**src/rtl/pifo_root_pkg.sv**
```systemverilog
`default_nettype none
// ============================================================================
// Module   : pifo_root_pkg
// Purpose  : Shared field positions, widths, FSM state encoding and helpers
//            for the root-level PIFO dispatcher.
// Revision : 1.0 - initial release
// ============================================================================
package pifo_root_pkg;

    // Default root entry layout: {valid, rank[18:0], addr[11:0]}
    localparam int DEF_BUFFER_ADDR_WIDTH        = 12;
    localparam int DEF_PIFO_RANK_WIDTH          = 19;
    localparam int DEF_PIFO_ROOT_WIDTH          = 32;
    localparam int DEF_ROOT_RANK_START_POS      = 12;
    localparam int DEF_ROOT_RANK_END_POS        = 30;
    localparam int DEF_ROOT_PIFO_INFO_VALID_POS = 31;

    // Width of the optional event counters
    localparam int STAT_CNT_WIDTH = 16;

    // Output slot ownership: empty, holding a bypassed arrival, or holding
    // an entry popped from the calendar
    typedef enum logic [1:0] {
        EMPTY = 2'd0,
        BYP   = 2'd1,
        CAL   = 2'd2
    } disp_state_e;

    // Increment that sticks at all-ones instead of wrapping
    function automatic logic [STAT_CNT_WIDTH-1:0] sat_inc(
        input logic [STAT_CNT_WIDTH-1:0] cnt,
        input logic                      en
    );
        if (en && (cnt != {STAT_CNT_WIDTH{1'b1}})) begin
            return cnt + 1'b1;
        end
        return cnt;
    endfunction

endpackage
`default_nettype wire

```
**src/rtl/pifo_root_dispatcher_if.sv**
```systemverilog
`default_nettype none
// ============================================================================
// Module   : pifo_root_dispatcher_if
// Purpose  : Arrival, calendar and output-slot signal bundle of the root
//            dispatcher. The slave modport is the dispatcher side.
// Revision : 1.0 - initial release
// ============================================================================
interface pifo_root_dispatcher_if #(
    parameter int BUFFER_ADDR_WIDTH = 12,
    parameter int PIFO_RANK_WIDTH   = 19,
    parameter int PIFO_ROOT_WIDTH   = 32
);
    logic [PIFO_ROOT_WIDTH-1:0]   s_pifo_info;
    logic                         s_insert_en;
    logic                         s_bypass_en;
    logic [PIFO_ROOT_WIDTH-1:0]   s_calendar_top;
    logic                         m_calendar_pop;
    logic [PIFO_ROOT_WIDTH-1:0]   m_insert_info;
    logic                         m_insert_en;
    logic [BUFFER_ADDR_WIDTH-1:0] m_out_addr;
    logic [PIFO_RANK_WIDTH-1:0]   m_out_rank;
    logic                         m_out_valid;
    logic                         m_out_ready;

    modport slave (
        input  s_pifo_info, s_insert_en, s_bypass_en, s_calendar_top, m_out_ready,
        output m_calendar_pop, m_insert_info, m_insert_en,
               m_out_addr, m_out_rank, m_out_valid
    );

    modport master (
        output s_pifo_info, s_insert_en, s_bypass_en, s_calendar_top, m_out_ready,
        input  m_calendar_pop, m_insert_info, m_insert_en,
               m_out_addr, m_out_rank, m_out_valid
    );
endinterface
`default_nettype wire

```
**src/rtl/pifo_out_slot.sv**
```systemverilog
`default_nettype none
// ============================================================================
// Module   : pifo_out_slot
// Purpose  : One-entry valid/ready holding register. A load overrides a
//            drain in the same cycle so the slot can transfer every cycle.
// Revision : 1.0 - initial release
// ============================================================================
module pifo_out_slot #(
    parameter int DATA_WIDTH = 31
) (
    input  logic                  clk,
    input  logic                  rstn,
    input  logic                  load_i,
    input  logic [DATA_WIDTH-1:0] load_data_i,
    input  logic                  ready_i,
    output logic                  valid_o,
    output logic [DATA_WIDTH-1:0] data_o
);
    logic                  valid_q;
    logic [DATA_WIDTH-1:0] data_q;

    // Load new contents, or drop valid once the consumer accepts
    always_ff @(posedge clk) begin
        if (!rstn) begin
            valid_q <= 1'b0;
            data_q  <= '0;
        end else if (load_i) begin
            valid_q <= 1'b1;
            data_q  <= load_data_i;
        end else if (valid_q && ready_i) begin
            valid_q <= 1'b0;
        end
    end

    assign valid_o = valid_q;
    assign data_o  = data_q;
endmodule
`default_nettype wire

```
**src/rtl/pifo_root_dispatcher.sv**
```systemverilog
`default_nettype none
// ============================================================================
// Module   : pifo_root_dispatcher
// Purpose  : Routes each root PIFO arrival either straight into the output
//            slot (bypass) or into the calendar PIFO (insert), and refills
//            the slot from the calendar head when no bypass claims it.
// Options  : DISPATCH_STATS_EN adds saturating bypass/insert/pop counters.
// Revision : 1.0 - initial release
// ============================================================================
module pifo_root_dispatcher
    import pifo_root_pkg::*;
#(
    parameter int BUFFER_ADDR_WIDTH        = DEF_BUFFER_ADDR_WIDTH,
    parameter int PIFO_RANK_WIDTH          = DEF_PIFO_RANK_WIDTH,
    parameter int PIFO_ROOT_WIDTH          = DEF_PIFO_ROOT_WIDTH,
    parameter int ROOT_RANK_START_POS      = DEF_ROOT_RANK_START_POS,
    parameter int ROOT_RANK_END_POS        = DEF_ROOT_RANK_END_POS,
    parameter int ROOT_PIFO_INFO_VALID_POS = DEF_ROOT_PIFO_INFO_VALID_POS,
    parameter int BYPASS_SYNC              = 1
) (
    input  logic                          clk,
    input  logic                          rstn,
    pifo_root_dispatcher_if.slave         disp
`ifdef DISPATCH_STATS_EN
    ,
    output logic [STAT_CNT_WIDTH-1:0]     stat_bypass_cnt,
    output logic [STAT_CNT_WIDTH-1:0]     stat_insert_cnt,
    output logic [STAT_CNT_WIDTH-1:0]     stat_pop_cnt
`endif
);
    // The slot keeps only address and rank; the valid bit is not forwarded
    localparam int SLOT_WIDTH = ROOT_RANK_END_POS + 1;

    disp_state_e                state_q, state_d;
    logic                       d_valid_raw;
    logic [PIFO_ROOT_WIDTH-1:0] d_info;
    logic                       d_valid;
    logic                       slot_free;
    logic                       bypass_take;
    logic                       insert_d;
    logic                       pop_d;
    logic                       slot_load;
    logic [SLOT_WIDTH-1:0]      slot_load_data;
    logic                       slot_valid;
    logic [SLOT_WIDTH-1:0]      slot_data;
    logic [PIFO_RANK_WIDTH-1:0] slot_rank;
    logic                       pop_q;
    logic                       ins_en_q;
    logic [PIFO_ROOT_WIDTH-1:0] ins_info_q;

    // Align the arrival with its bypass verdict
    generate
        if (BYPASS_SYNC != 0) begin : g_sync_stage
            logic                       d_valid_q;
            logic [PIFO_ROOT_WIDTH-1:0] d_info_q;

            // Hold the arrival one cycle until its late verdict shows up
            always_ff @(posedge clk) begin
                if (!rstn) begin
                    d_valid_q <= 1'b0;
                    d_info_q  <= '0;
                end else begin
                    d_valid_q <= disp.s_insert_en;
                    d_info_q  <= disp.s_pifo_info;
                end
            end

            assign d_valid_raw = d_valid_q;
            assign d_info      = d_info_q;
        end else begin : g_direct_stage
            assign d_valid_raw = disp.s_insert_en;
            assign d_info      = disp.s_pifo_info;
        end
    endgenerate

    // Dispatch decision and next-state: bypass > insert, pop only if slot unclaimed
    always_comb begin
        state_d        = state_q;
        slot_free      = (state_q == EMPTY) | (slot_valid & disp.m_out_ready);
        d_valid        = d_valid_raw & d_info[ROOT_PIFO_INFO_VALID_POS];
        bypass_take    = d_valid & disp.s_bypass_en & slot_free;
        insert_d       = d_valid & ~bypass_take;
        // The calendar head is stale in the cycle its pop strobe is high
        pop_d          = ~bypass_take & slot_free
                       & disp.s_calendar_top[ROOT_PIFO_INFO_VALID_POS] & ~pop_q;
        slot_load      = bypass_take | pop_d;
        slot_load_data = bypass_take ? d_info[SLOT_WIDTH-1:0]
                                     : disp.s_calendar_top[SLOT_WIDTH-1:0];
        if (bypass_take) begin
            state_d = BYP;
        end else if (pop_d) begin
            state_d = CAL;
        end else if (slot_valid && disp.m_out_ready) begin
            state_d = EMPTY;
        end
    end

    // State register
    always_ff @(posedge clk) begin
        if (!rstn) begin
            state_q <= EMPTY;
        end else begin
            state_q <= state_d;
        end
    end

    // Registered pop and insert strobes toward the calendar
    always_ff @(posedge clk) begin
        if (!rstn) begin
            pop_q      <= 1'b0;
            ins_en_q   <= 1'b0;
            ins_info_q <= '0;
        end else begin
            pop_q    <= pop_d;
            ins_en_q <= insert_d;
            if (insert_d) begin
                ins_info_q <= d_info;
            end
        end
    end

    pifo_out_slot #(
        .DATA_WIDTH (SLOT_WIDTH)
    ) u_slot (
        .clk         (clk),
        .rstn        (rstn),
        .load_i      (slot_load),
        .load_data_i (slot_load_data),
        .ready_i     (disp.m_out_ready),
        .valid_o     (slot_valid),
        .data_o      (slot_data)
    );

    assign slot_rank           = slot_data[ROOT_RANK_END_POS:ROOT_RANK_START_POS];
    assign disp.m_out_addr     = slot_data[BUFFER_ADDR_WIDTH-1:0];
    assign disp.m_out_rank     = slot_rank;
    assign disp.m_out_valid    = slot_valid;
    assign disp.m_calendar_pop = pop_q;
    assign disp.m_insert_en    = ins_en_q;
    assign disp.m_insert_info  = ins_info_q;

`ifdef DISPATCH_STATS_EN
    logic [STAT_CNT_WIDTH-1:0] bypass_cnt_q;
    logic [STAT_CNT_WIDTH-1:0] insert_cnt_q;
    logic [STAT_CNT_WIDTH-1:0] pop_cnt_q;

    // Saturating event counters
    always_ff @(posedge clk) begin
        if (!rstn) begin
            bypass_cnt_q <= '0;
            insert_cnt_q <= '0;
            pop_cnt_q    <= '0;
        end else begin
            bypass_cnt_q <= sat_inc(bypass_cnt_q, bypass_take);
            insert_cnt_q <= sat_inc(insert_cnt_q, ins_en_q);
            pop_cnt_q    <= sat_inc(pop_cnt_q, pop_q);
        end
    end

    assign stat_bypass_cnt = bypass_cnt_q;
    assign stat_insert_cnt = insert_cnt_q;
    assign stat_pop_cnt    = pop_cnt_q;
`endif
endmodule
`default_nettype wire

```
**src/flat_wrapper.sv**
```systemverilog
// flat-port wrapper written by rule: the top's interface ports become plain ports
module pifo_root_dispatcher_flat import pifo_root_pkg::*;
#(
    parameter int BUFFER_ADDR_WIDTH        = DEF_BUFFER_ADDR_WIDTH,
    parameter int PIFO_RANK_WIDTH          = DEF_PIFO_RANK_WIDTH,
    parameter int PIFO_ROOT_WIDTH          = DEF_PIFO_ROOT_WIDTH,
    parameter int ROOT_RANK_START_POS      = DEF_ROOT_RANK_START_POS,
    parameter int ROOT_RANK_END_POS        = DEF_ROOT_RANK_END_POS,
    parameter int ROOT_PIFO_INFO_VALID_POS = DEF_ROOT_PIFO_INFO_VALID_POS,
    parameter int BYPASS_SYNC              = 1
)
  (clk, rstn, disp_s_pifo_info, disp_s_insert_en, disp_s_bypass_en, disp_s_calendar_top, disp_m_out_ready, disp_m_calendar_pop, disp_m_insert_info, disp_m_insert_en, disp_m_out_addr, disp_m_out_rank, disp_m_out_valid);
  pifo_root_dispatcher_if #(.BUFFER_ADDR_WIDTH(BUFFER_ADDR_WIDTH), .PIFO_RANK_WIDTH(PIFO_RANK_WIDTH), .PIFO_ROOT_WIDTH(PIFO_ROOT_WIDTH)) disp_i ();
  input  logic clk;
  input  logic rstn;
  input wire logic [$bits(disp_i.s_pifo_info)-1:0] disp_s_pifo_info;
  input wire logic [$bits(disp_i.s_insert_en)-1:0] disp_s_insert_en;
  input wire logic [$bits(disp_i.s_bypass_en)-1:0] disp_s_bypass_en;
  input wire logic [$bits(disp_i.s_calendar_top)-1:0] disp_s_calendar_top;
  input wire logic [$bits(disp_i.m_out_ready)-1:0] disp_m_out_ready;
  output wire logic [$bits(disp_i.m_calendar_pop)-1:0] disp_m_calendar_pop;
  output wire logic [$bits(disp_i.m_insert_info)-1:0] disp_m_insert_info;
  output wire logic [$bits(disp_i.m_insert_en)-1:0] disp_m_insert_en;
  output wire logic [$bits(disp_i.m_out_addr)-1:0] disp_m_out_addr;
  output wire logic [$bits(disp_i.m_out_rank)-1:0] disp_m_out_rank;
  output wire logic [$bits(disp_i.m_out_valid)-1:0] disp_m_out_valid;
  assign disp_i.s_pifo_info = disp_s_pifo_info;
  assign disp_i.s_insert_en = disp_s_insert_en;
  assign disp_i.s_bypass_en = disp_s_bypass_en;
  assign disp_i.s_calendar_top = disp_s_calendar_top;
  assign disp_i.m_out_ready = disp_m_out_ready;
  assign disp_m_calendar_pop = disp_i.m_calendar_pop;
  assign disp_m_insert_info = disp_i.m_insert_info;
  assign disp_m_insert_en = disp_i.m_insert_en;
  assign disp_m_out_addr = disp_i.m_out_addr;
  assign disp_m_out_rank = disp_i.m_out_rank;
  assign disp_m_out_valid = disp_i.m_out_valid;
  pifo_root_dispatcher #(.BUFFER_ADDR_WIDTH(BUFFER_ADDR_WIDTH), .PIFO_RANK_WIDTH(PIFO_RANK_WIDTH), .PIFO_ROOT_WIDTH(PIFO_ROOT_WIDTH), .ROOT_RANK_START_POS(ROOT_RANK_START_POS), .ROOT_RANK_END_POS(ROOT_RANK_END_POS), .ROOT_PIFO_INFO_VALID_POS(ROOT_PIFO_INFO_VALID_POS), .BYPASS_SYNC(BYPASS_SYNC)) u_core (.clk(clk), .rstn(rstn), .disp(disp_i));
endmodule
```
**config.mk**
```make
export PLATFORM = sky130hd
export DESIGN_NAME = pifo_root_dispatcher_flat
export DESIGN_NICKNAME = d
export VERILOG_FILES = /design/src/rtl/pifo_root_pkg.sv /design/src/rtl/pifo_root_dispatcher_if.sv /design/src/rtl/pifo_out_slot.sv /design/src/rtl/pifo_root_dispatcher.sv /design/src/flat_wrapper.sv
export SDC_FILE = /design/constraint.sdc
export NUM_CORES = 1
export LEC_CHECK = 0
export ABC_AREA = 1
export BUFFER_PORTS_ARGS = -buffer_cell sky130_fd_sc_hd__buf_2
export CORE_MARGIN = 1.5
export CORE_UTILIZATION = 51
export CTS_CLUSTER_DIAMETER = 200
export DETAILED_ROUTE_END_ITERATION = 12
export GPL_ROUTABILITY_DRIVEN = 0
export PLACE_DENSITY_LB_ADDON = 0.15
export SYNTH_ARGS = -nofsm -noshare
export SYNTH_HDL_FRONTEND = slang
export SYNTH_SLANG_ARGS = --single-unit
```
**constraint.sdc**
```tcl
create_clock -name clk -period 1.4 [get_ports clk]
set_input_delay 0.14 -clock clk [delete_from_list [all_inputs] [get_ports clk]]
set_output_delay 0.14 -clock clk [all_outputs]
set_load 0.01 [all_outputs]
```
==> results of run 1 <==
through the flow:
step | util (%) | std cells | power, uW
2_1_floorplan | - | 663 | 3818
3_3_place_gp | 62.74 | 881 | 4142
3_5_place_dp | 62.74 | 881 | 4167
4_1_cts | 69.95 | 931 | 6345
5_1_grt | 70.61 | 935 | 6656
6_report | 70.61 | 935 | 6353
worst paths after layout:
check / end / cells after the start
max: u_core.u_slot.data_o[30] / 7
min: u_core.u_slot.data_o[17] / 5
max reg2reg: u_core.u_slot.data_o[30] / 7
min reg2reg: u_core.disp.m_insert_info[14] / 2
power groups by stage:
| stage | registers [uW] | logic, uW | clock network (uW) |
|---|---|---|---|
| finish | 3140 | 1120 | 2100 |
| global route | 3160 | 1250 | 2250 |
| CTS | 3140 | 1070 | 2140 |
| detailed placement | 3200 | 965 | 0 |
| global placement | 3200 | 944 | 0 |
| floorplan | 3250 | 570 | 0 |
registers in the layout (all words and copies together), names as in the netlist:
signal / count
u_core.state_q: 2
u_core.disp.m_calendar_pop: 1
u_core.disp.m_insert_en: 1
u_core.u_slot.valid_o: 1
u_core.d_info: 32
u_core.u_slot.data_o: 31
u_core.d_valid_raw: 1
u_core.disp.m_insert_info: 32
worst max-delay path: cells and delay by family, from the launching register on:
family                 cells  cell delay (ns)
and+or+nand+nor            3             0.25
buffers and inverters      2             0.34
DFF                        1             0.35
AOI/OAI and AO/OA          2             0.34
final cells by class:
type                            count  area [um^2]
Multi-Input combinational cell    331         1515
Sequential cell                   101         2023
Timing Repair Buffer              189         1266
Clock inverter                      6        91.34
Clock buffer                       10        137.6
Inverter                          193        724.4
Tap cell                          105        131.4
Fill cell                         693         2451
repair_timing:
item                                    4_1_cts  5_1_grt
gates cloned                                  1        1
endpoints found under the setup margin        3       14
hold buffers                                 33        0
resized for setup                             2        2
hold endpoints to repair                     33        0
buffers inserted                              0        3
pin swaps                                     0        1
placed cells by master, fill, tap and decap left out, types with 2 or more instances in the layout:
master	instances
inv_1	191
nand2_1	161
buf_2	134
dfxtp_1	100
nand3_1	63
a21oi_1	34
nor2_1	33
dlygate4sd3_1	33
nand4_1	31
buf_4	14
clkbuf_8	10
buf_12	4
nand2_2	3
inv_2	2
o21ai_4	2
bufinv_16	2
inv_6	2
buf_6	2
cell families (layout without fill, tap and decap cells):
family	count (synthesis)	count (layout)	synth area share (%)
AND/OR/NAND/NOR	294	294	29.02
buffers and inverters	231	398	21.33
flip-flops	101	101	45.18
AO/OA/AOI/OAI	37	37	4.473
layer usage:
metal | vias up | part of all wire, % | GRT usage (%)
met3 | 33 | 6.9 | 5.419
met1 | 1919 | 45 | 30.49
met4 | 0 | 3.4 | 11.04
li1 | 2259 | - | -
met5 | - | 0 | 0
met2 | 179 | 45 | 38.89
==> impl_metrics.tcl, run 1 <==
set metrics [dict create \
    status "finished, final reports clean" \
    syn_to_final_growth_pct 31.59 \
    post-route-drc-count 0 \
    slew_headroom_pct 70.35 \
    wl_per_cell_um 12.18 \
    startpoint_type "flop" \
    regToRegStartpoint "u_core.state_q[1]" \
    switching_share_pct 27.24 \
    ys_ff_latch 101 \
    combPwrFrac_pct 17.6 \
    leakagePower_uw 0.003541 \
    slowest_stage "dfxtp_1" \
    p_seq_share_pct 49.4 \
    setup_violations 0 \
    tightest_slew_ns 0.4447 \
    ys_top_cells_by_count "191 x inv_1, 161 x nand2_1, 101 x dfxtp_1" \
    cts-htree-levels 3 \
    max_cap_violations 0 \
    grt_max_degree 45 \
    grt_usage_pct 24.03 \
    min_from "disp_s_calendar_top[17]" \
    slew_viol_final 0 \
    crit_path_start "u_core.state_q[1]" \
    synthArstFlopShare_pct 0 \
    numCtsBuffers 9 \
    dieArea_mm2 0.009347 \
    end_kind "flop" \
    ys_types 20 \
    fin_hold_ws_ns 0.1011 \
    crit_chain "o21ai_4, buf_12, o21ai_4, buf_4, nand2_1, nand2_1, nor2_1" \
    min_period_ns 1.350 \
    rrSetupSlack_ns 0.05 \
    hpwl_um 7335 \
    cts_tree "done" \
    synth_top_area_share_pct 45.18 \
    core_mm2 0.008341 \
    hold_violations 0 \
    power.internal_uw 4623 \
    p_clk_share_pct 33.0 \
    totalWireLength_um 11390 \
    p_per_area_mw_per_mm2 1079 \
    drtPass1Iterations 5 \
    switchingPower_uw 1730 \
    ys_warn_count 0 \
    clockBufferDepth 2 \
    fin_crit_sh_pct 96.45 \
    drt-initial-drc-count 159 \
    viasPerCell 4.695 \
    fin_tns_setup_ns 0 \
    rsz0062_at_grt "true" \
    synth_top_area_cell "dfxtp_1" \
    cp_max_fo 12 \
    grt_pass1_vias 4193 \
    clk_latency_ns 0.36 \
    nets 894 \
    seq_area_frac_synth_pct 45.18 \
    synth.area.top_cells "dfxtp_1 45%, inv_1 16%, nand2_1 14%, nand3_1 7.0%, nand4_1 4.3%" \
    drive_gt1_share_pct 22.05 \
    cts-root-buf "clkbuf_8" \
    clk_pin_slew_worst_paths_ns 0.10 \
    antenna_found_initial 0 \
    synth_most_common_cell "inv_1" \
    critPathMaxStageDelay_ns 0.35 \
    hp-class "primary input to flop" \
    worst_slack_ns 0.04967 \
    ant_nets 0 \
    fp.dieW_um 96.68 \
    synth_ff_type "dfxtp_1" \
    synthCells 663 \
    syn-mean-instance-area_um2 6.750 \
    vias 4390 \
    num_antenna_cells 0 \
    ioPinCount 135 \
    syn-num-nets 732 \
    rows 33 \
    synth_edf_count 0 \
    portBuffers 134 \
    vdd_drop_max_mv 0.5881 \
    required_ns 1.69 \
    clock-sinks 101 \
    cp_data_arrival_time_ns 1.64 \
    place_area_mm2 0.005233 \
    syn-cell-area_mm2 0.004476 \
    timing.fmax_ghz 0.7406 \
    grt_pass1_wl_um 18730 \
    finalClockSkew_ns 0.009213 \
    grt.overflow.total 0 \
    design_area_mm2 0.005889 \
    initial_utilization_pct 53.66 \
    pre_cts_ws_ns 0.02321 \
    setup.worst_path.class "flop to flop" \
    die_h_um 96.68 \
]
No activity file was read; power rests on OpenSTA's default activity.
==> run 2, diff against run 1 <==
--- a/config.mk
+++ b/config.mk
@@ -7,11 +7,12 @@
 export LEC_CHECK = 0
 export ABC_AREA = 1
 export BUFFER_PORTS_ARGS = -buffer_cell sky130_fd_sc_hd__buf_2
+export CAP_MARGIN = 20
 export CORE_MARGIN = 1.5
 export CORE_UTILIZATION = 51
 export CTS_CLUSTER_DIAMETER = 200
 export DETAILED_ROUTE_END_ITERATION = 12
-export GPL_ROUTABILITY_DRIVEN = 0
+export GPL_TIMING_DRIVEN = 0
 export PLACE_DENSITY_LB_ADDON = 0.15
 export SYNTH_ARGS = -nofsm -noshare
 export SYNTH_HDL_FRONTEND = slang
==> run 2 against run 1 <==
  * Combinational power down 4%
  * Core utilization down 0.36 points
  * Non-clock buffer count up 17
  * Maximum frequency up 1.2%
  * Critical endpoint is now u_core.u_slot.data_o[10]
  * Largest cell class unchanged
==> impl_metrics.tcl, run 2 (same netlist as run 1, synthesis figures left out) <==
set metrics [dict create \
    p_seq_share_pct 49.3 \
    p_per_area_mw_per_mm2 1085 \
    clk_latency_ns 0.37 \
    required_ns 1.67 \
    die_h_um 96.68 \
    cts-root-buf "clkbuf_8" \
    grt_pass1_vias 4209 \
    grt.overflow.total 0 \
    r2r_end "u_core.u_slot.data_o[10]" \
    layout.area.seq_mm2 0.002023 \
    antenna_found_initial 0 \
    status "finished, final reports clean" \
    min_to "u_core.u_slot.data_o[17]" \
    grt_usage_pct 24.14 \
    drtPass1Iterations 4 \
    pre_cts_ws_ns 0.06688 \
    cp_data_arrival_time_ns 1.60 \
    multi_input_comb_area_mm2 0.001499 \
    clk_pin_slew_worst_paths_ns 0.11 \
    fin_tns_setup_ns 0 \
    switchingPower_uw 1768 \
    drt-initial-drc-count 193 \
    rows 33 \
    power.internal_uw 4590 \
    dieArea_mm2 0.009347 \
    holdPathStages 5 \
    post-route-drc-count 0 \
    nets 911 \
    clock-sinks 101 \
    num_antenna_cells 0 \
    ant_nets 0 \
    ioPinCount 135 \
    rrSetupSlack_ns 0.07 \
    numCtsBuffers 9 \
    slew_viol_final 0 \
    rsz0062_at_grt "false" \
    vdd_drop_max_mv 0.6271 \
    viasPerCell 4.602 \
    finalClockSkew_ns 0.01458 \
    grt_pass1_wl_um 18650 \
    leakagePower_uw 0.003536 \
    grt_max_degree 18 \
    fin_crit_sh_pct 95.32 \
    setup.worst_path.class "flop to flop" \
    cp_max_fo 10 \
    cts_tree "done" \
    utilization_pct 70.25 \
    fp.dieW_um 96.68 \
    worst_slack_ns 0.06556 \
    combPwrFrac_pct 16.8 \
    mostFrequentLayoutCells "191 x inv_1, 161 x nand2_1, 149 x buf_2" \
    slew_headroom_pct 64.87 \
    totalWireLength_um 11280 \
    hp-class "primary input to flop" \
    worstRegToRegCells 6 \
    end_kind "flop" \
    tightest_slew_ns 0.5270 \
    hpwl_um 7770 \
    portBuffers 133 \
    min_period_ns 1.334 \
    min_from "disp_s_calendar_top[17]" \
    switching_share_pct 27.80 \
    timing.fmax_ghz 0.7494 \
    syn_to_final_growth_pct 30.92 \
    hold_violations 0 \
    place_inst 901 \
    final_common_cell "inv_1" \
    drive_gt1_share_pct 22.67 \
    fillers 726 \
    vias 4381 \
    core_mm2 0.008341 \
    startpoint_type "flop" \
    p_clk_share_pct 33.8 \
    max_cap_violations 0 \
    stdcell_count 952 \
    initial_utilization_pct 53.66 \
    setup_violations 0 \
    cts-htree-levels 3 \
    wl_per_cell_um 11.84 \
    clockBufferDepth 2 \
    regToRegStartpoint "u_core.state_q[1]" \
    gp_congestion 0.8538 \
]
[run 2: stage by stage]
step           hold WS [ns]  instance area [um^2]  power (uW)
2_1_floorplan        0.2376                  4476        3818
3_3_place_gp         0.3195                  5273        4146
3_5_place_dp         0.3247                  5273        4170
4_1_cts             0.08995                  5832        6343
5_1_grt              0.1019                  5859        6658
6_report            0.08965                  5859        6357
[run 2: worst max path at each step]
stage	to	cells after the start	startpoint
5_1_grt	u_core.state_q[1]	6	u_core.u_slot.valid_o
4_1_cts	u_core.state_q[1]	4	u_core.disp.m_calendar_pop
6_report	u_core.u_slot.data_o[10]	6	u_core.state_q[1]
3_3_place_gp	u_core.u_slot.data_o[6]	5	u_core.disp.m_calendar_pop
3_5_place_dp	u_core.u_slot.data_o[20]	5	u_core.disp.m_calendar_pop
2_1_floorplan	u_core.u_slot.data_o[1]	9	u_core.u_slot.valid_o
[run 2: area by class of cell]
class / instances / area share [%]
buffer: 38 / 4.164
clock buffer: 10 / 2.349
clock inverter: 6 / 1.559
inverter: 193 / 12.36
multi-input combinational: 331 / 25.58
sequential: 101 / 34.53
tap: 105 / 2.242
timing repair buffer: 168 / 17.21
[run 2: power groups by stage]
stage / sequential [uW] / combinational (uW) / clock (uW)
2_1_floorplan: 3250 / 570 / 0
3_3_place_gp: 3190 / 954 / 0
3_5_place_dp: 3200 / 972 / 0
4_1_cts: 3130 / 1050 / 2160
5_1_grt: 3160 / 1210 / 2290
6_report: 3130 / 1070 / 2150
[run 2: layer usage]
layer / wire [um] / up-vias / global-route usage (%) / share of wire (%)
met3: 601 / 22 / 5.564 / 5.3
met4: 279 / 0 / 10.03 / 2.5
li1: - / 2294 / - / -
met2: 5269 / 132 / 40.34 / 47
met5: 0 / - / 0 / 0
met1: 5125 / 1933 / 29.91 / 45
[run 2: timing repair]
item,CTS,global route
setup endpoints to repair,0,22
gates resized for setup,0,7
hold endpoints to repair,33,0
hold buffers,33,0
setup buffers,0,1
[run 2: worst max-delay path: stages (launching register included)]
cell     delay [ns]
dfxtp_1        0.34
o21ai_2        0.22
buf_2          0.22
buf_2          0.22
nand4_1        0.13
inv_1          0.07
nor2_1         0.04
==> run 3, diff against run 2 <==
--- a/config.mk
+++ b/config.mk
@@ -8,6 +8,7 @@
 export ABC_AREA = 1
 export BUFFER_PORTS_ARGS = -buffer_cell sky130_fd_sc_hd__buf_2
 export CAP_MARGIN = 20
+export CORE_ASPECT_RATIO = 1.75
 export CORE_MARGIN = 1.5
 export CORE_UTILIZATION = 51
 export CTS_CLUSTER_DIAMETER = 200
==> run 3 against run 2 <==
  * The flow now finishes with violations (hold timing)
  * Register-to-register slack better by 0.02 ns
  * Power rose by 3.1%
  * Via count shrank 1.2%
  * Sequential cell count is the same
  * Non-clock buffer count fell by 6
  * Maximum frequency rose by 1.9%
  * Cell count grew 0.63%
  * First-iteration DRC count shrank 20%
  * Worst setup slack improved by 0.024 ns
  * Critical endpoint is now u_core.u_slot.data_o[1]
  * Highest routed layer unchanged
==> impl_metrics.tcl, run 3 (same netlist as run 1, synthesis figures left out) <==
set metrics [dict create \
    p_per_area_mw_per_mm2 1115 \
    p_clk_share_pct 36.1 \
    cts_tree "done" \
    fin_crit_sh_pct 93.58 \
    cts-htree-levels 3 \
    power.internal_uw 4735 \
    crit_path_start "u_core.state_q[1]" \
    core_mm2 0.008615 \
    numCtsBuffers 9 \
    holdPathStages 3 \
    place_area_mm2 0.005288 \
    initial_utilization_pct 51.95 \
    rows 45 \
    mostFrequentLayoutCells "191 x inv_1, 161 x nand2_1, 148 x buf_2" \
    syn_to_final_growth_pct 31.31 \
    drtPass1Iterations 5 \
    gp_congestion 0.8361 \
    switchingPower_uw 1817 \
    nets 905 \
    regToRegStartpoint "u_core.state_q[1]" \
    setup_violations 0 \
    die_h_um 126.9 \
    required_ns 1.65 \
    critPathBufInv 3 \
    crit_family "buffers and inverters" \
    max_cap_violations 0 \
    antenna_found_initial 0 \
    grt_usage_pct 25.02 \
    tightest_slew_ns 0.5063 \
    ioPinCount 135 \
    cts-root-buf "clkbuf_16" \
    min_to "u_core.d_info[25]" \
    rsz0062_at_grt "true" \
    ant_nets 0 \
    violations "hold timing" \
    timing.fmax_ghz 0.7633 \
    totalWireLength_um 11300 \
    p_seq_share_pct 47.9 \
    clock-sinks 101 \
    hpwl_um 8101 \
    design_area_mm2 0.005877 \
    min_from "disp_s_pifo_info[25]" \
    hp-class "primary input to flop" \
    end_kind "flop" \
    rrSetupSlack_ns 0.09 \
    drt-initial-drc-count 155 \
    num_antenna_cells 0 \
    crit_path_frequent_cell "nand2_1" \
    drive_gt1_share_pct 22.83 \
    r2r_end "u_core.u_slot.data_o[1]" \
    utilization_pct 68.22 \
    clockBufferDepth 2 \
    vias 4330 \
    grt.overflow.total 0 \
    dieArea_mm2 0.009369 \
    grt_pass1_wl_um 18090 \
    fin_hold_ws_ns -0.01763 \
    status "complete, but fails checks" \
    cp_data_arrival_time_ns 1.56 \
    grt_pass1_vias 4112 \
    crit_chain "o21ai_4, buf_6, buf_4, nand3_1, nand2_1, inv_1, nand2_1, nor2_1" \
    slew_headroom_pct 66.25 \
    setup.worst_path.class "flop to flop" \
    fillers 820 \
    post-route-drc-count 0 \
    min_period_ns 1.310 \
    combPwrFrac_pct 16.1 \
    viasPerCell 4.520 \
    hold_violations 1 \
    finalClockSkew_ns 0.003754 \
    slowest_stage "dfxtp_1" \
    leakagePower_uw 0.003530 \
    place_inst 913 \
    critPathMaxStageDelay_ns 0.34 \
    switching_share_pct 27.74 \
    fp.dieW_um 73.82 \
    vdd_drop_max_mv 0.9753 \
    cp_max_fo 10 \
    startpoint_type "flop" \
    portBuffers 133 \
    slew_viol_final 0 \
    final_common_cell "inv_1" \
    clk_pin_slew_worst_paths_ns 0.07 \
    grt_max_degree 19 \
    worstRegToRegCells 8 \
    stdcell_count 958 \
    clk_latency_ns 0.35 \
    wl_per_cell_um 11.80 \
]
run 3: cell types whose count changed in the layout (fill, tap and decap cells not counted), sizes merged:
cell | before | now
bufinv | 2 | 0
buf | 165 | 164
clkinv | 1 | 2
dlygate4sd3 | 33 | 27
clkinvlp | 0 | 2
run 3: area by class of cell:
| type | count | area, um^2 | area share (%) |
|---|---|---|---|
| inverter | 193 | 724.4 | 12.33 |
| clock inverter | 7 | 58.81 | 1.001 |
| sequential | 101 | 2023 | 34.43 |
| tap | 117 | 146.4 | 2.491 |
| clock buffer | 9 | 225.2 | 3.832 |
| timing repair buffer | 162 | 948.4 | 16.14 |
| multi-input combinational | 331 | 1511 | 25.72 |
| buffer | 38 | 239.0 | 4.066 |
run 3: how the worst max path moves through the flow:
stage               slack [ns]  cells after the start                        to
global route            -0.008                      7   u_core.u_slot.data_o[2]
global placement          0.05                      5  u_core.u_slot.data_o[16]
detailed placement        0.05                      5  u_core.u_slot.data_o[20]
floorplan                 0.21                      9   u_core.u_slot.data_o[1]
finish                    0.09                      8   u_core.u_slot.data_o[1]
CTS                       0.02                      4         u_core.state_q[1]
run 3: metal layers:
metal  track usage, %  vias to the layer above  part of all wire [%]
met1            27.12                     1880                    39
li1                 -                     2281                     -
met5                0                        -                     0
met3            4.130                       30                   4.7
met2            44.99                      139                    53
met4            12.75                        0                   3.2
run 3: metrics by stage:
stage / TNS (ns) / hold WS [ns] / worst slack (ns) / total power, uW
finish: 0 / -0.01763 / 0.08993 / 6553
floorplan: 0 / 0.2376 / 0.2114 / 3818
CTS: 0 / 0.0008181 / 0.01918 / 6576
detailed placement: 0 / 0.3246 / 0.04803 / 4169
global route: -0.008494 / 0.005290 / -0.008494 / 6866
global placement: 0 / 0.3194 / 0.04826 / 4148
run 3: worst reg2reg max path: stages (launching register included):
cell and delay [ns]:
dfxtp_1 0.34, o21ai_4 0.22, buf_6 0.17, buf_4 0.16, nand3_1 0.12, nand2_1 0.08
inv_1 0.04, nand2_1 0.05, nor2_1 0.04
run 3: power groups by stage:
stage               logic [uW]  clock network, uW  registers, uW
floorplan                  570                  0           3250
global placement           954                  0           3190
detailed placement         970                  0           3200
CTS                       1040               2410           3130
global route              1190               2520           3160
finish                    1050               2360           3140
run 3: what timing repair did:
action	in CTS	in global routing
endpoints found under the setup margin	0	34
buffers inserted	0	1
hold endpoints to repair	27	0
resized for setup	0	8
hold buffers	27	0
